==> src/rtl/tow_pkg.sv <==
// Shared definitions for the tug-of-war computer opponent.
//   cpu_state_t : opponent FSM states
//   LFSR_*      : width, tap positions and reset value of the XNOR LFSR
//   lfsr_next() : one LFSR step, shared by the RTL LFSR and any later user
package tow_pkg;

  localparam int LFSR_W      = 10;
  // Taps 10 and 7 in 1-based polynomial terms, i.e. bits 9 and 6.
  localparam int LFSR_TAP_HI = 9;
  localparam int LFSR_TAP_LO = 6;
  // All-zeros is a legal state for an XNOR LFSR; all-ones is the lock-up state.
  localparam logic [LFSR_W-1:0] LFSR_RESET = '0;

  typedef enum logic [2:0] {
    IDLE  = 3'd0,
    ARMED = 3'd1,
    FIRE  = 3'd2,
    COOL  = 3'd3,
    HALT  = 3'd4
  } cpu_state_t;

  function automatic logic [LFSR_W-1:0] lfsr_next(input logic [LFSR_W-1:0] cur);
    return {cur[LFSR_W-2:0], ~(cur[LFSR_TAP_HI] ^ cur[LFSR_TAP_LO])};
  endfunction

endpackage

==> src/rtl/tow_lfsr.sv <==
// 10-bit XNOR LFSR (taps 10/7) that steps only when 'advance' is high.
// Ports:
//   Clock   in  system clock
//   Reset   in  asynchronous active-low reset, loads LFSR_RESET
//   advance in  step the register this cycle
//   value   out current register contents
module tow_lfsr
  import tow_pkg::*;
(
  input  logic              Clock,
  input  logic              Reset,
  input  logic              advance,
  output logic [LFSR_W-1:0] value
);

  logic [LFSR_W-1:0] lfsr_q;

  // NOTE: sequential state is written with non-blocking assignments so every
  // register samples the pre-edge values of the others.
  always_ff @(posedge Clock or negedge Reset) begin
    if (!Reset) begin
      lfsr_q <= LFSR_RESET;
    end else if (advance) begin
      lfsr_q <= lfsr_next(lfsr_q);
    end
  end

  assign value = lfsr_q;

endmodule

==> src/rtl/cpu_player.sv <==
// Computer opponent for tug-of-war. Emits one-cycle press pulses, shaped like
// a conditioned button, decided on each slow tick by comparing an LFSR with
// the difficulty level. Each press is followed by a cooldown, and pressing
// stops while a winner is shown.
// Ports:
//   Clock     in   system clock
//   Reset     in   asynchronous active-low reset
//   enable    in   computer player active
//   level     in   difficulty, higher fires more often (0 never, 0x3FF always)
//   game_over in   high while a winner is displayed
//   press     out  one-cycle press pulse
//   lfsr_out  out  current LFSR value (debug)
module cpu_player
  import tow_pkg::*;
#(
  parameter int TICK_BITS  = 20,
  parameter int COOL_TICKS = 2
) (
  input  logic              Clock,
  input  logic              Reset,
  input  logic              enable,
  input  logic [LFSR_W-1:0] level,
  input  logic              game_over,
  output logic              press,
  output logic [LFSR_W-1:0] lfsr_out
);

  localparam int COOL_W = $clog2(COOL_TICKS + 1);

  cpu_state_t        state_q, state_d;
  logic [TICK_BITS-1:0] tick_cnt_q;
  logic [COOL_W-1:0] cool_q, cool_d;
  logic              tick;
  logic              fire_hit;
  logic [LFSR_W-1:0] lfsr_val;

  // Tick is the all-ones cycle of the divider; the counter wraps right after.
  assign tick = &tick_cnt_q;

  // Uses the pre-advance value: the LFSR only steps on the same edge.
  assign fire_hit = tick && (lfsr_val < level);

  tow_lfsr u_lfsr (
    .Clock   (Clock),
    .Reset   (Reset),
    .advance (tick),
    .value   (lfsr_val)
  );

  // State register, tick divider and cooldown counter.
  always_ff @(posedge Clock or negedge Reset) begin
    if (!Reset) begin
      state_q    <= IDLE;
      tick_cnt_q <= '0;
      cool_q     <= '0;
    end else begin
      state_q    <= state_d;
      tick_cnt_q <= tick_cnt_q + TICK_BITS'(1);
      cool_q     <= cool_d;
    end
  end

  // Next-state logic. game_over overrides everything, including a firing tick.
  always_comb begin
    // NOTE: default assignment first, so no path through this block leaves
    // state_d unassigned and no latch is inferred.
    state_d = state_q;
    if (game_over) begin
      state_d = HALT;
    end else begin
      unique case (state_q)
        IDLE:    if (enable) state_d = ARMED;
        ARMED: begin
          if (!enable)       state_d = IDLE;
          else if (fire_hit) state_d = FIRE;
        end
        // A pulse always completes; enable is not looked at here.
        FIRE:    state_d = COOL;
        COOL: begin
          if (!enable)                              state_d = IDLE;
          else if (tick && cool_q == COOL_W'(1))    state_d = ARMED;
        end
        HALT:    state_d = IDLE;
        default: state_d = IDLE;
      endcase
    end
  end

  // Cooldown is loaded while pulsing and counts ticks only while cooling;
  // anywhere else it is cleared so re-arming never sees a stale count.
  always_comb begin
    cool_d = '0;
    if (state_q == FIRE) begin
      cool_d = COOL_W'(COOL_TICKS);
    end else if (state_q == COOL) begin
      cool_d = (tick && cool_q != COOL_W'(1)) ? cool_q - COOL_W'(1) : cool_q;
    end
  end

  // Moore output straight from the state register.
  always_comb begin
    press = (state_q == FIRE);
  end

  assign lfsr_out = lfsr_val;

endmodule

==> config.mk <==
export PLATFORM = sky130hd
export DESIGN_NAME = cpu_player
export DESIGN_NICKNAME = d
export VERILOG_FILES = /design/src/rtl/tow_pkg.sv /design/src/rtl/tow_lfsr.sv /design/src/rtl/cpu_player.sv
export SDC_FILE = /design/constraint.sdc
export NUM_CORES = 1
export LEC_CHECK = 0
export CAP_MARGIN = 5
export CORE_MARGIN = 8
export CORE_UTILIZATION = 48
export DETAILED_ROUTE_END_ITERATION = 7
export GPL_TIMING_DRIVEN = 0
export HOLD_SLACK_MARGIN = 0.06
export PLACE_DENSITY_LB_ADDON = 0.2
export SLEW_MARGIN = 20
export SYNTH_ARGS = -nofsm -noshare
export SYNTH_HDL_FRONTEND = slang
export SYNTH_SLANG_ARGS = --single-unit
==> constraint.sdc <==
create_clock -name Clock -period 1.75 [get_ports Clock]
set_input_delay 0.35 -clock Clock [delete_from_list [all_inputs] [get_ports Clock]]
set_output_delay 0.35 -clock Clock [all_outputs]
set_load 0.01 [all_outputs]
==> results of run 1 <==
-- worst max path at each step --
stage                              from              end  slack, ns  cells after the start
after floorplan           tick_cnt_q[0]  u_lfsr.value[4]     0.0005                      6
after global placement         level[7]       state_q[0]      -0.37                      8
after detailed placement       level[7]       state_q[0]      -0.43                      8
after CTS                 tick_cnt_q[0]  u_lfsr.value[7]      0.009                      6
after global routing      tick_cnt_q[1]        cool_q[1]     -0.004                      7
final                     tick_cnt_q[2]  u_lfsr.value[7]       0.06                      5
-- metrics by stage --
step | setup TNS [ns] | instance area (µm²) | util, % | power, mW | hold WS, ns
finish | 0 | 2318 | 64.79 | 1.499 | 0.3914
global route | -0.004080 | 2318 | 64.79 | 1.560 | 0.3763
CTS | 0 | 2232 | 62.38 | 1.517 | 0.3790
detailed placement | -3.514 | 2067 | 57.76 | 0.9001 | 0.2241
global placement | -14.37 | 2052 | 57.34 | 0.8926 | 0.4572
floorplan | 0 | 1752 | - | 0.8459 | 0.05441
-- final cells by class --
class	count	area share, %
multi-input combinational	103	37.88
clock buffer	6	2.213
clock inverter	2	1.511
inverter	11	1.781
buffer	2	0.8095
tap	48	2.590
sequential	35	37.88
timing repair buffer	38	15.33
-- what timing repair did --
| action | 4_1_cts | 5_1_grt |
|---|---|---|
| setup endpoints to repair | 15 | 16 |
| setup buffers | 5 | 7 |
| hold endpoints to repair | 9 | 0 |
| hold buffers | 1 | 0 |
| pin swaps | 7 | 8 |
| resized for setup | 6 | 13 |
-- layer usage --
layer	GRT usage, %	wire [µm]	share of wire [%]	vias to the layer above
li1	-	-	-	618
met1	12.95	1422	41	598
met2	21.34	1797	52	19
met3	4.245	154	4.5	5
met4	6.923	64	1.9	0
met5	0	0	0	-
-- synth_stat cells, drive strengths merged (2+ instances only) --
cell	count	area [µm²]
nand2	8	30.03
nand2b	3	18.77
nand3	8	40.04
mux2	10	112.6
nand4	5	43.79
xor2	7	61.31
xnor2	13	113.9
and3	4	30.03
and4b	2	20.02
a21oi	7	35.03
nor2	5	18.77
ha	11	137.6
nor2b	2	12.51
and4	3	26.28
nor3	6	46.30
inv	11	41.29
o21ai	2	10.01
dfrtp	35	875.8
-- cell families after synthesis --
family	Yosys count	share of synthesized area [%]
and+or+nand+nor	48	17.43
xor gates and xnor gates	20	10.00
muxes	11	7.000
DFF	35	50.00
buffers and inverters	13	3.214
adders and majority gates	11	7.857
AOI/OAI and AO/OA	13	4.500
-- cell usage in the layout (no fill, tap or decap), types with 3 or more instances in the layout --
cell             Yosys  layout
a21oi_1              7       5
and3_1               3       3
buf_4                0      12
clkbuf_4             0       5
clkdlybuf4s50_1      0      20
dfrtp_1             35      33
ha_1                11       8
ha_4                 0       3
inv_1               11      10
mux2_1               4       4
mux2_2               6       6
nand2_1              8       8
nand3_1              8       8
nand4_1              3       3
nor2_1               5       5
nor3_1               4       4
xnor2_1             13      13
xor2_1               7       7
-- report_power, final --
part | total, mW | switching (mW) | internal [mW]
clock | 0.611 | 0.273 | 0.338
sequential | 0.813 | 0.00235 | 0.810
combinational | 0.0754 | 0.0343 | 0.0412
-- registers in the layout, indices dropped and copies added, names as in the netlist --
signal / flops
cool_q: 2
state_q: 3
tick_cnt_q: 20
u_lfsr.value: 10
-- worst reg2reg max path, cell delays in order (launching register included) --
cell	delay, ns
dfrtp_1	0.44
nand4_2	0.20
nor3_4	0.23
and3_4	0.23
buf_8	0.14
mux2_2	0.34
==> run summary, run 1 <==
status - finished clean
CP max stage cell - dfrtp_1
Total GRT Usage - 12.42%
grt total ovfl - 0
final worst clock skew - 0.01870 ns
R2R Path Start - tick_cnt_q[2]
MaxCap Viol Count - 0
Worst VDD drop - 553.3 µV
Starting Density - 48.95%
Reg-to-Reg End - u_lfsr.value[7]
largest net degree at the start of global routing - 27
total number of yosys warnings - 0
FF+latch count, synth - 35
drt first pass iters - 4
leakage - 1.152 nW
# port buffers - 24
Top Family by Delay on Critical Path - simple AND/OR/NAND/NOR gates
vias post-DR - 1240
Mapped Nets - 176
cells after synthesis - 151
H-tree lvl count - 2
layout cells sized above 1 - 23.35%
wire per inst - 14.04 µm
Netlist cell types - 32
clock buffer depth - 2
synthesized area - 0.001752 mm²
footprint of the multi-input gates - 878.3 µm²
Pwr Density - 646.4 mW/mm²
Ports - 25
first-pass GRT wire length - 5.927 mm
Clock transition at path regs - 0.10 ns
FP Rows - 22
final period utilization - 96.53%
Top FF cell, synth - dfrtp_1
Max Freq - 0.5920 GHz
min setup slack post-route - 0.06074 ns
TritonCTS Buffers - 5
worst skew pair latency - 0.35 ns
WL final - 3.439 mm
ant diodes - 0
WP buf/inv - 1
Final Hold Fails - 0
fin crit period - 1.689 ns
Slew @ Worst Pin - 0.2753 ns
vias in the first global route - 1300
Relative slew margins - 81.51%
crit path launch type - flop
Crit Path Class - reg -> reg
Die Y - 76.41 µm
number of synthesized flops with an enable pin - 0
Slew Limit Fails - 0
Seq/Total Area, Yosys - 50.00%
die span in x - 76.41 µm
FFs w/ async S/R, synth - 100.0%
Seq. cell area - 878.3 µm²
syn_area_per_cell - 11.60 µm²
Layout Cells excl Fill - 245
Worst Hold Class - in -> async
placed cells - 224
initial antenna violation count - 0
Worst setup EP type - flop
Initial DRC Count - 40
Vias per Instance - 5.061
full die area - 0.005838 mm²
post-route ant nets - 0
Worst Path Arrival - 1.92 ns
Final setup viols - 0
Crit path required time - 1.98 ns
CTS sink count - 35
Root Buffer - clkbuf_4
fillcell total - 298
CTS tree - done
worst slack at placement - -0.4277 ns
DP HPWL - 2.463 mm
CP Cell Sequence - nand4_2 -> nor3_4 -> and3_4 -> buf_8 -> mux2_2
R2R Setup Slk - 0.06 ns
DRC violations left - 0
Placer Congestion - 0.7858
CP max FO - 10
Core ar. - 0.003578 mm²
Worst path max stage delay - 0.44 ns
Register-to-Register Path Depth - 5
Syn-to-layout area delta - 32.36%
Final #Nets - 221
Note: power is estimated with default switching activity, not from simulation.
==> inputs of run 2 (changes only) <==
SETUP_SLACK_MARGIN = 0.5   (was unset)
==> run summary, run 2 (same netlist as run 1, synthesis figures left out) <==
status - finished with violations
violated checks - setup timing
Worst VDD drop - 425.7 µV
fillcell total - 179
die span in x - 76.41 µm
Final #Nets - 269
CTS sink count - 35
final period utilization - 100.7%
Register-to-Register Path Depth - 8
Worst Hold Class - in -> async
Placer Congestion - 0.7337
worst skew pair latency - 0.35 ns
CTS tree - done
Root Buffer - clkbuf_4
Pwr Density - 499.4 mW/mm²
clock buffer depth - 2
Syn-to-layout area delta - 74.36%
initial antenna violation count - 0
Crit Path Class - reg -> reg
most frequent cells in the layout - buf_4 (37), dfrtp_1 (31), buf_6 (30)
MaxCap Viol Count - 0
Ports - 25
Die Y - 76.41 µm
Initial DRC Count - 55
Core ar. - 0.003578 mm²
Crit path required time - 1.99 ns
DP HPWL - 2.602 mm
setup_tns - -0.02022 ns
FP Rows - 22
layer with the highest usage - met2
full die area - 0.005838 mm²
ant diodes - 0
final worst clock skew - 0.01698 ns
Seq. cell area - 880.8 µm²
Worst path max stage delay - 0.44 ns
Worst setup EP type - flop
Total GRT Usage - 16.02%
commonest non-fill, non-tap cell in the layout - buf_4
met1 GRT Util - 17.63%
H-tree lvl count - 2
Worst Path Arrival - 2.00 ns
setup repair after global routing missed its margin - yes
Most common cell on crit path - buf_6
grt total ovfl - 0
layout cells sized above 1 - 57.55%
min setup slack post-route - -0.01192 ns
Max Freq - 0.5676 GHz
drt first pass iters - 4
Relative slew margins - 73.13%
Final Hold Fails - 0
CP Cell Sequence - nand4_4 -> buf_6 -> buf_6 -> buf_6 -> nor3_4 -> and2_4 -> nand3_2 -> xnor2_1
first-pass GRT wire length - 7.645 mm
crit path launch type - flop
CP max FO - 4
Slew Limit Fails - 0
flip-flop count of the largest register after layout - 20
met2 Resource Use GR - 27.68%
Reg with most FFs - tick_cnt_q
GRT met3 Usage - 4.835%
WL final - 5.650 mm
# port buffers - 24
vias in the first global route - 1610
Clock transition at path regs - 0.12 ns
Final setup viols - 2
R2R Setup Slk - -0.01 ns
Vias per Instance - 5.177
post-route ant nets - 0
vias post-DR - 1517
Slew @ Worst Pin - 0.4031 ns
leakage - 1.551 nW
footprint of the multi-input gates - 0.001139 mm²
Starting Density - 48.95%
largest net degree at the start of global routing - 22
fin crit period - 1.762 ns
CP max stage cell - dfrtp_1
DRC violations left - 0
wire per inst - 19.28 µm
worst slack at placement - -0.3941 ns
TritonCTS Buffers - 5
==> run 2: path summary, 6_finish.rpt <==
check,startpoint,end
setup / recovery,tick_cnt_q[4],tick_cnt_q[17]
hold / removal,Reset,tick_cnt_q[8]
setup reg to reg,tick_cnt_q[4],tick_cnt_q[17]
hold reg to reg,tick_cnt_q[18],tick_cnt_q[18]
max in group asynchronous,Reset,u_lfsr.value[5]
min in group Clock,tick_cnt_q[18],tick_cnt_q[18]
==> run 2: metrics by stage <==
step	std cells	area [µm²]	hold WS, ns	total power [mW]	utilization [%]
6_report	293	3054	0.4594	1.525	85.35
5_1_grt	293	3054	0.4840	1.569	85.35
4_1_cts	274	2686	0.4375	1.523	75.07
3_5_place_dp	224	2130	0.2924	0.9036	59.51
3_3_place_gp	223	2107	0.4519	0.8929	58.88
2_1_floorplan	151	1807	0.05441	0.8459	-
==> run 2: layout make-up <==
cell class / instances / share of cell area, %
inverter: 11 / 1.352
clock buffer: 6 / 1.680
timing repair buffer: 86 / 26.96
buffer: 2 / 0.7784
multi-input combinational: 103 / 37.28
sequential: 35 / 28.84
tap: 48 / 1.966
clock inverter: 2 / 1.147
==> run 2: layer usage <==
layer	vias to the layer above	part of all wire [%]
li1	709	-
met1	773	41
met2	33	55
met3	2	3.5
met4	0	0.23
met5	-	0
==> run 2: critical path, delay by kind of cell, from the launching register on <==
family / cells / cell delay (ns)
and+or+nand+nor: 4 / 0.62
DFF: 1 / 0.44
buffers and inverters: 3 / 0.35
xor gates and xnor gates: 1 / 0.24
==> run 2: where the power goes <==
| group | switching, mW | internal, mW |
|---|---|---|
| clock network | 0.288 | 0.338 |
| logic | 0.0417 | 0.0445 |
| registers | 0.00255 | 0.810 |
| total | 0.333 | 1.19 |
==> run 2: repair_timing <==
action,CTS,global route
cloned,0,1
hold endpoints to repair,14,0
setup endpoints to repair,33,39
pin swaps,20,30
hold buffers,1,0
setup buffers,41,18
gates resized for setup,88,46
==> inputs of run 3 (changes only) <==
CELL_PAD_IN_SITES_DETAIL_PLACEMENT = 1   (was unset)
CELL_PAD_IN_SITES_GLOBAL_PLACEMENT = 2   (was unset)
CORE_UTILIZATION = 32   (was 48)
==> run summary, run 3 (same netlist as run 1, synthesis figures left out) <==
Worst VDD drop - 334.7 µV
CTS tree - done
Final #Nets - 262
Worst path max stage delay - 0.36 ns
die span in x - 89.99 µm
Seq. cell area - 882.1 µm²
Vias per Instance - 4.698
CP max FO - 5
Total GRT Usage - 11.90%
leakage - 1.450 nW
R2R Path Start - tick_cnt_q[15]
worst skew pair latency - 0.28 ns
status - finished clean
Worst Hold Class - in -> async
wire per inst - 15.51 µm
MaxCap Viol Count - 0
Initial DRC Count - 18
full die area - 0.008097 mm²
Clock transition at path regs - 0.06 ns
Ports - 25
final core occ - 54.58%
setup_tns - 0 ns
layout cells sized above 1 - 52.97%
final period utilization - 96.40%
WP buf/inv - 2
R2R Setup Slk - 0.06 ns
most frequent cells in the layout - buf_4 (32), dfrtp_1 (30), buf_6 (25)
total power draw - 1.421 mW
vias in the first global route - 1588
fillcell total - 572
first-pass GRT wire length - 7.831 mm
CP Cell Sequence - and4_4 -> and4_4 -> and3_4 -> buf_12 -> buf_12 -> mux2_4
Crit Path Class - reg -> reg
Core ar. - 0.005405 mm²
Reg-to-Reg End - u_lfsr.value[6]
crit path launch type - flop
DP HPWL - 2.884 mm
# port buffers - 24
TritonCTS Buffers - 5
Crit path required time - 1.91 ns
Starting Density - 32.41%
Register-to-Register Path Depth - 6
final worst clock skew - 0.004297 ns
setup repair after global routing missed its margin - yes
Levels on crit path - 6
Slew @ Worst Pin - 0.3535 ns
CP max stage cell - dfrtp_1
Placer Congestion - 0.7048
Relative slew margins - 76.25%
Top Family by Delay on Critical Path - simple AND/OR/NAND/NOR gates
largest net degree at the start of global routing - 34
commonest non-fill, non-tap cell in the layout - buf_4
ant diodes - 0
post-route ant nets - 0
Die Y - 89.99 µm
DRC violations left - 0
H-tree lvl count - 2
CTS sink count - 35
Worst Path Arrival - 1.85 ns
grt total ovfl - 0
flip-flop count of the largest register after layout - 20
Final Hold Fails - 0
Reg with most FFs - tick_cnt_q
initial antenna violation count - 0
Final setup viols - 0
vias post-DR - 1447
WL final - 4.778 mm
Pwr Density - 481.6 mW/mm²
Syn-to-layout area delta - 68.43%
Worst setup EP type - flop
Slew Limit Fails - 0
drt first pass iters - 2
Critical Path Start - tick_cnt_q[15]
footprint of the multi-input gates - 0.001069 mm²
Max Freq - 0.5928 GHz
FP Rows - 27
critical path endpoint - u_lfsr.value[6]
Root Buffer - clkbuf_8
clock buffer depth - 2
fin crit period - 1.687 ns
-- run 3: cell count changes in the layout (fill, tap and decap cells not counted), moves of 3 or more --
| cell | change |
|---|---|
| buf_12 | +3 |
| nand3_4 | -3 |
| clkbuf_4 | -5 |
| buf_6 | -5 |
| nand3_2 | +3 |
| buf_4 | -5 |
| xnor2_2 | -3 |
| dlygate4sd2_1 | +4 |
| clkbuf_8 | +4 |
| xnor2_1 | +3 |
-- run 3: final cells by class --
class,count,area share [%]
Buffer,2,0.8058
Clock buffer,6,2.460
Inverter,11,1.399
Multi-Input combinational cell,103,36.22
Sequential cell,35,29.90
Tap cell,72,3.053
Timing Repair Buffer,79,26.17
-- run 3: worst min path at each step --
stage / startpoint / end / slack (ns) / cells after the start
after CTS: Reset / tick_cnt_q[7] / 0.40 / 2
after global routing: Reset / tick_cnt_q[7] / 0.41 / 2
after floorplan: Reset / cool_q[0] / 0.05 / 0
final: Reset / tick_cnt_q[7] / 0.40 / 2
after detailed placement: Reset / tick_cnt_q[9] / 0.16 / 1
after global placement: tick_cnt_q[15] / tick_cnt_q[15] / 0.45 / 1
-- run 3: layer usage --
layer | wire [µm] | GRT usage, %
met3 | 165 | 3.242
met2 | 2552 | 21.72
met5 | 0 | 0
met4 | 45 | 3.745
met1 | 2015 | 12.97
-- run 3: worst reg2reg max path: cells and delay by family, from the launching register on --
kind          cells  cell delay [ns]
buf+inv           2             0.22
flops             1             0.36
mux               1             0.30
simple gates      3             0.69
-- run 3: repair_timing --
action | 4_1_cts | 5_1_grt
gates resized for setup | 88 | 25
hold endpoints to repair | 2 | 0
hold buffers | 1 | 0
cloned | 1 | 0
pin swaps | 22 | 25
buffers inserted | 39 | 13
endpoints found under the setup margin | 33 | 37
-- run 3: per-stage QoR --
step           instance area [µm²]  hold WS (ns)  cells  worst slack [ns]
2_1_floorplan                 1807       0.05441    151           0.04103
3_3_place_gp                  2137        0.4520    247           -0.4047
3_5_place_dp                  2152        0.1647    248           -0.4382
4_1_cts                       2740        0.3999    295           0.04471
5_1_grt                       2950        0.4092    308          -0.01634
6_report                      2950        0.4026    308           0.06306
-- run 3: power by group --
group | total [mW] | switching (mW) | internal [mW]
logic | 0.0790 | 0.0391 | 0.0399
clock network | 0.529 | 0.263 | 0.265
registers | 0.813 | 0.00239 | 0.811
